**src/rtl/mem_arb_pkg.sv**
```systemverilog
// Shared types and default widths for the IFU/LSU memory-port arbiter.
package mem_arb_pkg;

  localparam int unsigned DEF_ADDR_W = 32;
  localparam int unsigned DEF_DATA_W = 32;

  typedef enum logic [1:0] {
    IDLE,
    RESP_IF,
    RESP_LS
  } state_e;

  typedef enum logic {
    GNT_IFU,
    GNT_LSU
  } grant_e;

endpackage

```
**src/rtl/mem_arbiter_2to1_arb2_rr.sv**
```systemverilog
// Two-way grant generator: fixed LSU-over-IFU priority or round-robin.
// req_i/gnt_o bit 0 is the IFU, bit 1 the LSU; gnt_o is one-hot or zero.
module arb2_rr
  import mem_arb_pkg::*;
(
  input  logic [1:0] req_i,
  input  logic       rr_en_i,
  input  grant_e     last_grant_i,
  output logic [1:0] gnt_o
);

  always_comb begin
    gnt_o = req_i;
    if (&req_i) begin
      // Under contention round-robin favours whoever did not win last time.
      gnt_o = (rr_en_i && (last_grant_i == GNT_LSU)) ? 2'b01 : 2'b10;
    end
  end

endmodule

```
**src/rtl/mem_arbiter_2to1.sv**
```systemverilog
// Shares one 1-cycle-latency memory port between the IFU (read-only) and
// the LSU (read/write); one transaction in flight, response is a 1-cycle pulse.
module mem_arbiter_2to1
  import mem_arb_pkg::*;
#(
  parameter int unsigned ADDR_W = DEF_ADDR_W,
  parameter int unsigned DATA_W = DEF_DATA_W,
  parameter int unsigned RR_EN  = 0
) (
  input  logic              clock,
  input  logic              reset,
  input  logic              ifu_req_valid,
  output logic              ifu_req_ready,
  input  logic [ADDR_W-1:0] ifu_req_addr,
  output logic              ifu_resp_valid,
  output logic [DATA_W-1:0] ifu_resp_data,
  input  logic              lsu_req_valid,
  output logic              lsu_req_ready,
  input  logic              lsu_req_wen,
  input  logic [ADDR_W-1:0] lsu_req_addr,
  input  logic [DATA_W-1:0] lsu_req_wmask,
  input  logic [DATA_W-1:0] lsu_req_wdata,
  output logic              lsu_resp_valid,
  output logic [DATA_W-1:0] lsu_resp_data,
  output logic              mem_ren,
  output logic [ADDR_W-1:0] mem_raddr,
  input  logic [DATA_W-1:0] mem_rdata,
  output logic              mem_wen,
  output logic [ADDR_W-1:0] mem_waddr,
  output logic [DATA_W-1:0] mem_wmask,
  output logic [DATA_W-1:0] mem_wdata
);

  state_e     state_q, state_d;
  grant_e     last_grant_q, last_grant_d;
  logic       lsu_wr_q, lsu_wr_d;
  logic [1:0] arb_req;
  logic [1:0] arb_gnt;

  // Requests are only eligible in IDLE and never while reset is held, so a
  // grant always implies an accept.
  assign arb_req = {lsu_req_valid, ifu_req_valid} & {2{(state_q == IDLE) && !reset}};

  arb2_rr u_arb (
    .req_i        (arb_req),
    .rr_en_i      (RR_EN != 0),
    .last_grant_i (last_grant_q),
    .gnt_o        (arb_gnt)
  );

  always_comb begin
    state_d        = state_q;
    last_grant_d   = last_grant_q;
    lsu_wr_d       = lsu_wr_q;
    ifu_req_ready  = 1'b0;
    lsu_req_ready  = 1'b0;
    ifu_resp_valid = 1'b0;
    ifu_resp_data  = '0;
    lsu_resp_valid = 1'b0;
    lsu_resp_data  = '0;
    mem_ren        = 1'b0;
    mem_raddr      = '0;
    mem_wen        = 1'b0;
    mem_waddr      = '0;
    mem_wmask      = '0;
    mem_wdata      = '0;
    unique case (state_q)
      IDLE: begin
        ifu_req_ready = arb_gnt[0];
        lsu_req_ready = arb_gnt[1];
        if (arb_gnt[0]) begin
          mem_ren      = 1'b1;
          mem_raddr    = ifu_req_addr;
          state_d      = RESP_IF;
          last_grant_d = GNT_IFU;
        end else if (arb_gnt[1]) begin
          if (lsu_req_wen) begin
            mem_wen   = 1'b1;
            mem_waddr = lsu_req_addr;
            mem_wmask = lsu_req_wmask;
            mem_wdata = lsu_req_wdata;
          end else begin
            mem_ren   = 1'b1;
            mem_raddr = lsu_req_addr;
          end
          lsu_wr_d     = lsu_req_wen;
          state_d      = RESP_LS;
          last_grant_d = GNT_LSU;
        end
      end
      RESP_IF: begin
        ifu_resp_valid = 1'b1;
        ifu_resp_data  = mem_rdata;
        state_d        = IDLE;
      end
      RESP_LS: begin
        lsu_resp_valid = 1'b1;
        lsu_resp_data  = lsu_wr_q ? '0 : mem_rdata;
        state_d        = IDLE;
      end
      default: state_d = IDLE;
    endcase
  end

  always_ff @(posedge clock or posedge reset) begin
    if (reset) begin
      state_q      <= IDLE;
      last_grant_q <= GNT_LSU;
      lsu_wr_q     <= 1'b0;
    end else begin
      state_q      <= state_d;
      last_grant_q <= last_grant_d;
      lsu_wr_q     <= lsu_wr_d;
    end
  end

endmodule

```
**config.mk**
```make
export PLATFORM = sky130hd
export DESIGN_NAME = mem_arbiter_2to1
export DESIGN_NICKNAME = d
export VERILOG_FILES = /design/src/rtl/mem_arb_pkg.sv /design/src/rtl/mem_arbiter_2to1_arb2_rr.sv /design/src/rtl/mem_arbiter_2to1.sv
export SDC_FILE = /design/constraint.sdc
export NUM_CORES = 1
export LEC_CHECK = 0
export CORE_AREA = 8 8 136 138
export DETAILED_ROUTE_END_ITERATION = 10
export DIE_AREA = 0 0 144 146
export SETUP_SLACK_MARGIN = 0.02
export SLEW_MARGIN = 20
export SYNTH_ARGS = -nofsm -noshare
export SYNTH_HDL_FRONTEND = slang
export SYNTH_HIERARCHICAL = 1
export SYNTH_SLANG_ARGS = --single-unit
export TNS_END_PERCENT = 1
```
**constraint.sdc**
```tcl
create_clock -name clock -period 4.3 [get_ports clock]
set_input_delay 0.43 -clock clock [delete_from_list [all_inputs] [get_ports clock]]
set_output_delay 0.43 -clock clock [all_outputs]
set_load 0.1 [all_outputs]
```
* After elaboration in Yosys (flattened, before gate mapping)
Cells that the tools add are included.
Word-level totals: bits in latches 0, memory bits (writable) 0, input port bits 165, logic and storage cells 47, memory bits (read-only) 0, output and inout port bits 198, memories kept 0, register bits after elaboration 3
Operators by class: muxes and demuxes 35, $lt $le $gt $ge 0, bitwise logic cells 2, shift-type cells 0, reduce and logical (&&, ||, !) cells 5, add/subtract/negate cells 0, div/mod/pow operators 0, multipliers 0, equal/unequal tests 3
Operators by type and width (count):
- $mux W32 | 19
- $mux W1 | 12
- $mux W2 | 4
- $ne A3 B3 Y1 const B | 1
- $reduce_and A3 Y1 | 1
- $and A2 B2 Y2 | 1
- $eq A2 B1 Y1 const B | 1
- $eq A2 B2 Y1 const B | 1
- $logic_not A2 Y1 | 1
- $reduce_and A2 Y1 | 1
- $logic_and A1 B1 Y1 | 1
- $logic_not A1 Y1 | 1
- $not A1 Y1 | 1

* Depth between registers and ports, before layout
depth after elaboration 8, mapped depth 9, mapped depth without buffers 7

* Modules after synthesis
The synthesis kept the hierarchy.
Modules (own cells, without submodules):
- mem_arbiter_2to1 | instances 1, sequential area each 101.3 um^2, cells an instance 254, area each 1734.2 um^2
- arb2_rr | instances 1, sequential area each 0.0 um^2, cells an instance 4, area each 21.3 um^2

* Worst setup path before layout
No wires, ideal clock.
kind register to output, start register state_q[0], end output port mem_wen, data arrival time 3550 ps, stages on the path, launching flop included 8, buffers on the path 1, setup slack 320 ps, data required time 3870 ps, cell sequence dfrtp_1 -> buf_2 -> nor3_1 -> and2_1 -> inv_1 -> a31oi_1 -> or3b_2 -> nor3_1
On the way: cells in the longest elaborated chain, start to end 8
RTL lines:
- start: declaration | RTL line mem_arbiter_2to1.sv:34 | state_e state_q, state_d;
- start signal: assignment | RTL line mem_arbiter_2to1.sv:111 | state_q <= state_d;
- $logic_not A2 Y1 * | RTL line mem_arbiter_2to1.sv:42 | assign arb_req = {lsu_req_valid, ifu_req_valid} & {2{(state_q == IDLE) && !reset}};
- $logic_and A1 B1 Y1 * | RTL line mem_arbiter_2to1.sv:42
- $and A2 B2 Y2 * | RTL line mem_arbiter_2to1.sv:42
- net arb_req[1] | RTL line mem_arbiter_2to1.sv:37 | logic [1:0] arb_req;
- $reduce_and A2 Y1 | RTL line mem_arbiter_2to1_arb2_rr.sv:14 | if (&req_i) begin
- $mux W2 * | RTL line mem_arbiter_2to1_arb2_rr.sv:14
- net arb_gnt[1] | RTL line mem_arbiter_2to1.sv:38 | logic [1:0] arb_gnt;
- $mux W1 * | RTL line mem_arbiter_2to1.sv:76 | end else if (arb_gnt[1]) begin
- $mux W1 * | RTL line mem_arbiter_2to1.sv:71 | if (arb_gnt[0]) begin
- $mux W1 * | RTL line mem_arbiter_2to1.sv:67 | unique case (state_q)
- end: declaration | RTL line mem_arbiter_2to1.sv:28 | output logic mem_wen,
The timed path passes the listed nets; every way through them passes the cells marked *.

* Worst setup path in the final report
start input port reset, end output port mem_raddr[12]
On the way: elaborated cells between the ends (all ways) 8, classes of those cells mux (4); bitwise (1); reduce/logical (3)
RTL lines:
- start: declaration | RTL line mem_arbiter_2to1.sv:11 | input logic reset,
- $logic_not A1 Y1 (no line) *
- $logic_and A1 B1 Y1 * | RTL line mem_arbiter_2to1.sv:42
- $and A2 B2 Y2 * | RTL line mem_arbiter_2to1.sv:42
- net arb_req[0] | RTL line mem_arbiter_2to1.sv:37
- $reduce_and A2 Y1 | RTL line mem_arbiter_2to1_arb2_rr.sv:14
- $mux W2 * | RTL line mem_arbiter_2to1_arb2_rr.sv:14
- net arb_gnt[0] | RTL line mem_arbiter_2to1.sv:38
- $mux W32 * | RTL line mem_arbiter_2to1.sv:71
- $mux W32 * | RTL line mem_arbiter_2to1.sv:67
- end: declaration | RTL line mem_arbiter_2to1.sv:26 | output logic [ADDR_W-1:0] mem_raddr,
Marked as above.

==> out/summary.txt <==
fin nets - 758
global placer's final weighted congestion - 0.882
clk root buf - clkbuf_16
Critical-path top delay cell - clkdlybuf4s50_1
via count - 3383
Post-synth EDFFs - 0
RSZ-0062 raised after global routing - no
clock buffer depth - 2
most common cell in the netlist - and3_1
post-synth top area share - 34.2%
Most common cell on crit path - buf_4
ys async rst share - 100%
Max-Slew Margin vs Limit - 31.5%
Core Util, Final - 34.8%
DR WL met2 - 7650 um
Avg Cell Area, Syn - 6.80 um^2
Area growth, synth to finish - 223%
fmax - 312 MHz
Post-synth top cells - 96 x and3_1, 66 x and2_1, 32 x a32o_1, 23 x clkbuf_1, 9 x clkbuf_2
first drt pass iteration count - 5
Power Dens Cells - 239 mW/mm^2
grt total ovfl - 0
hold crit path type - input port to asynchronous set/reset pin
Inserted Clock Buffers - 3
Remaining DRCs - 0
leading post-synthesis cells by cell area - and3_1 34%, and2_1 24%, a32o_1 18%, clkbuf_1 4.9%, dfrtp_1 4.3%
period utilization - 74.5%
Setup TNS - 0 ps
status - complete, no violations
die area - 0.0210 mm^2
IO buf count - 362
Placement Rows - 47
crit path buf inv count - 3
minimum clock period - 3200 ps
hold_buf cts - 0
post-route ant nets - 0
Final Cell Area - 0.00566 mm^2
clk_lat worst skew - 220 ps
Final Hold Slack - 442 ps
Clock Skews - 0.436 ps
Crit Path Category - input port to output port
net switching power - 846 uW
GRT Total Usage - 12.6%
Slew @ Worst Pin - 1020 ps
sequential power share - 4.4%
WL met3 - 1760 um
CP Capture Type - output port
Leakage - 0.00278 uW
CTS tree - done
clock share of power - 11.1%
Initial Utilization - 10.8%
initial antenna violation count - 0
sequential share of the synthesized area - 5.77%
Synth Cell Area - 0.00176 mm^2
Chip Width - 144 um
Critical Path Max Stage Delay - 430 ps
Setup Viol. Count Final - 0
Synth Instances - 258
#FFs+latches synth - 4
clock-pin slew of the registers on the worst-case setup and hold paths - 30 ps
startpoint class of the critical path - input port
setup bufs post-CTS - 0
number of global-route vias before repair - 3627
global-route wire length before repair - 21100 um
ys flop type - dfrtp_1
area of placed instances - 0.00559 mm^2
H-tree depth - 1
total wire length - 14500 um
switch share - 62.6%
Post-Route M1 WL - 4800 um
max-slew violation count - 0
largest net degree at the start of global routing - 109
Critical Path RT - 3870 ps
top routing layer used - met4
antenna cells - 0
Initial DRC Count - 164
die height - 146 um
worst-path fanout max - 35
total core area - 0.0163 mm^2
Comb power frac - 84.5%
Max-cap violations - 0
num ports - 363
Hold Vio Cnt, Final - 0
per-cell routed wire length - 17.9 um
dpl hpwl - 12400 um
routed vias/inst - 4.17
VDD IR max - 0.000122 V
warnings from Yosys - 6
clock sink total - 4
worst-path cell chain - clkdlybuf4s50_1, nor3_1, and2_1, a21boi_1, nor3b_4, buf_4, a32o_1, buf_4
PostCTS Resize Cnt - 0
layout cell share with drive strength beyond 1 - 30.6%
post-synthesis cell type count - 24
delay-heaviest family, CP - buffers and inverters
Pint - 506 uW
fill count - 1673
area leader, netlist - and3_1
critical path data arrival time - 2770 ps
-- cell usage in the layout, fill, tap and decap left out, types with 3 or more instances in the layout --
| cell type | instances |
|---|---|
| a32o_1 | 32 |
| and3_1 | 96 |
| clkdlybuf4s50_1 | 196 |
| dfrtp_1 | 3 |
| and2_1 | 66 |
| buf_4 | 134 |
| inv_1 | 4 |
| clkbuf_16 | 3 |
| buf_12 | 37 |
-- sequential cells by signal, indices dropped and copies added (netlist names) --
| register | flops |
|---|---|
| lsu_wr_q | 1 |
| state_q | 2 |
| last_grant_q | 1 |
-- kinds of logic after synthesis --
logic type | synth area share, %
compound gates | 19.7
buf+inv | 11.0
other cells | 0.214
simple gates | 62.7
mux | 0.641
flops | 5.77
-- per-stage QoR --
stage	power (uW)	instances	setup WS (ps)
3_5_place_dp	1210	808	1140
5_1_grt	1400	812	967
4_1_cts	1360	812	1120
6_report	1350	812	1100
2_1_floorplan	841	259	320
3_3_place_gp	1200	808	1220
-- path summary, 6_finish.rpt --
check                              from       endpoint  slack, ps  depth (start not counted)
max                               reset  mem_raddr[12]       1100                          8
min                               reset     state_q[1]        440                          2
max reg2reg                  state_q[0]       lsu_wr_q       2060                          7
min reg2reg                last_grant_q   last_grant_q        470                          2
max in group asynchronous         reset   last_grant_q       3630                          2
min in group clock         last_grant_q   last_grant_q        470                          2
-- metal layers --
layer	GRT usage [%]	vias to the layer above
li1	-	1608
met1	12.1	1536
met2	23.8	211
met3	5.38	28
met4	3.21	0
met5	0	-
-- power by group through the flow --
stage	combinational, uW	clock [uW]	sequential [uW]
finish	1140	150	59.7
global route	1180	156	61.0
CTS	1150	154	60.0
detailed placement	1150	0	60.4
global placement	1140	0	59.7
floorplan	788	0	53.1
-- final cells by class --
cell class,instances,area (um^2),share of cell area [%]
Multi-Input combinational cell,211,1480,26.1
Inverter,5,18.8,0.331
Clock buffer,4,78.8,1.39
Sequential cell,4,101,1.79
Tap cell,220,275,4.86
Timing Repair Buffer,368,3710,65.6
Power figures use the tool's default switching activity.
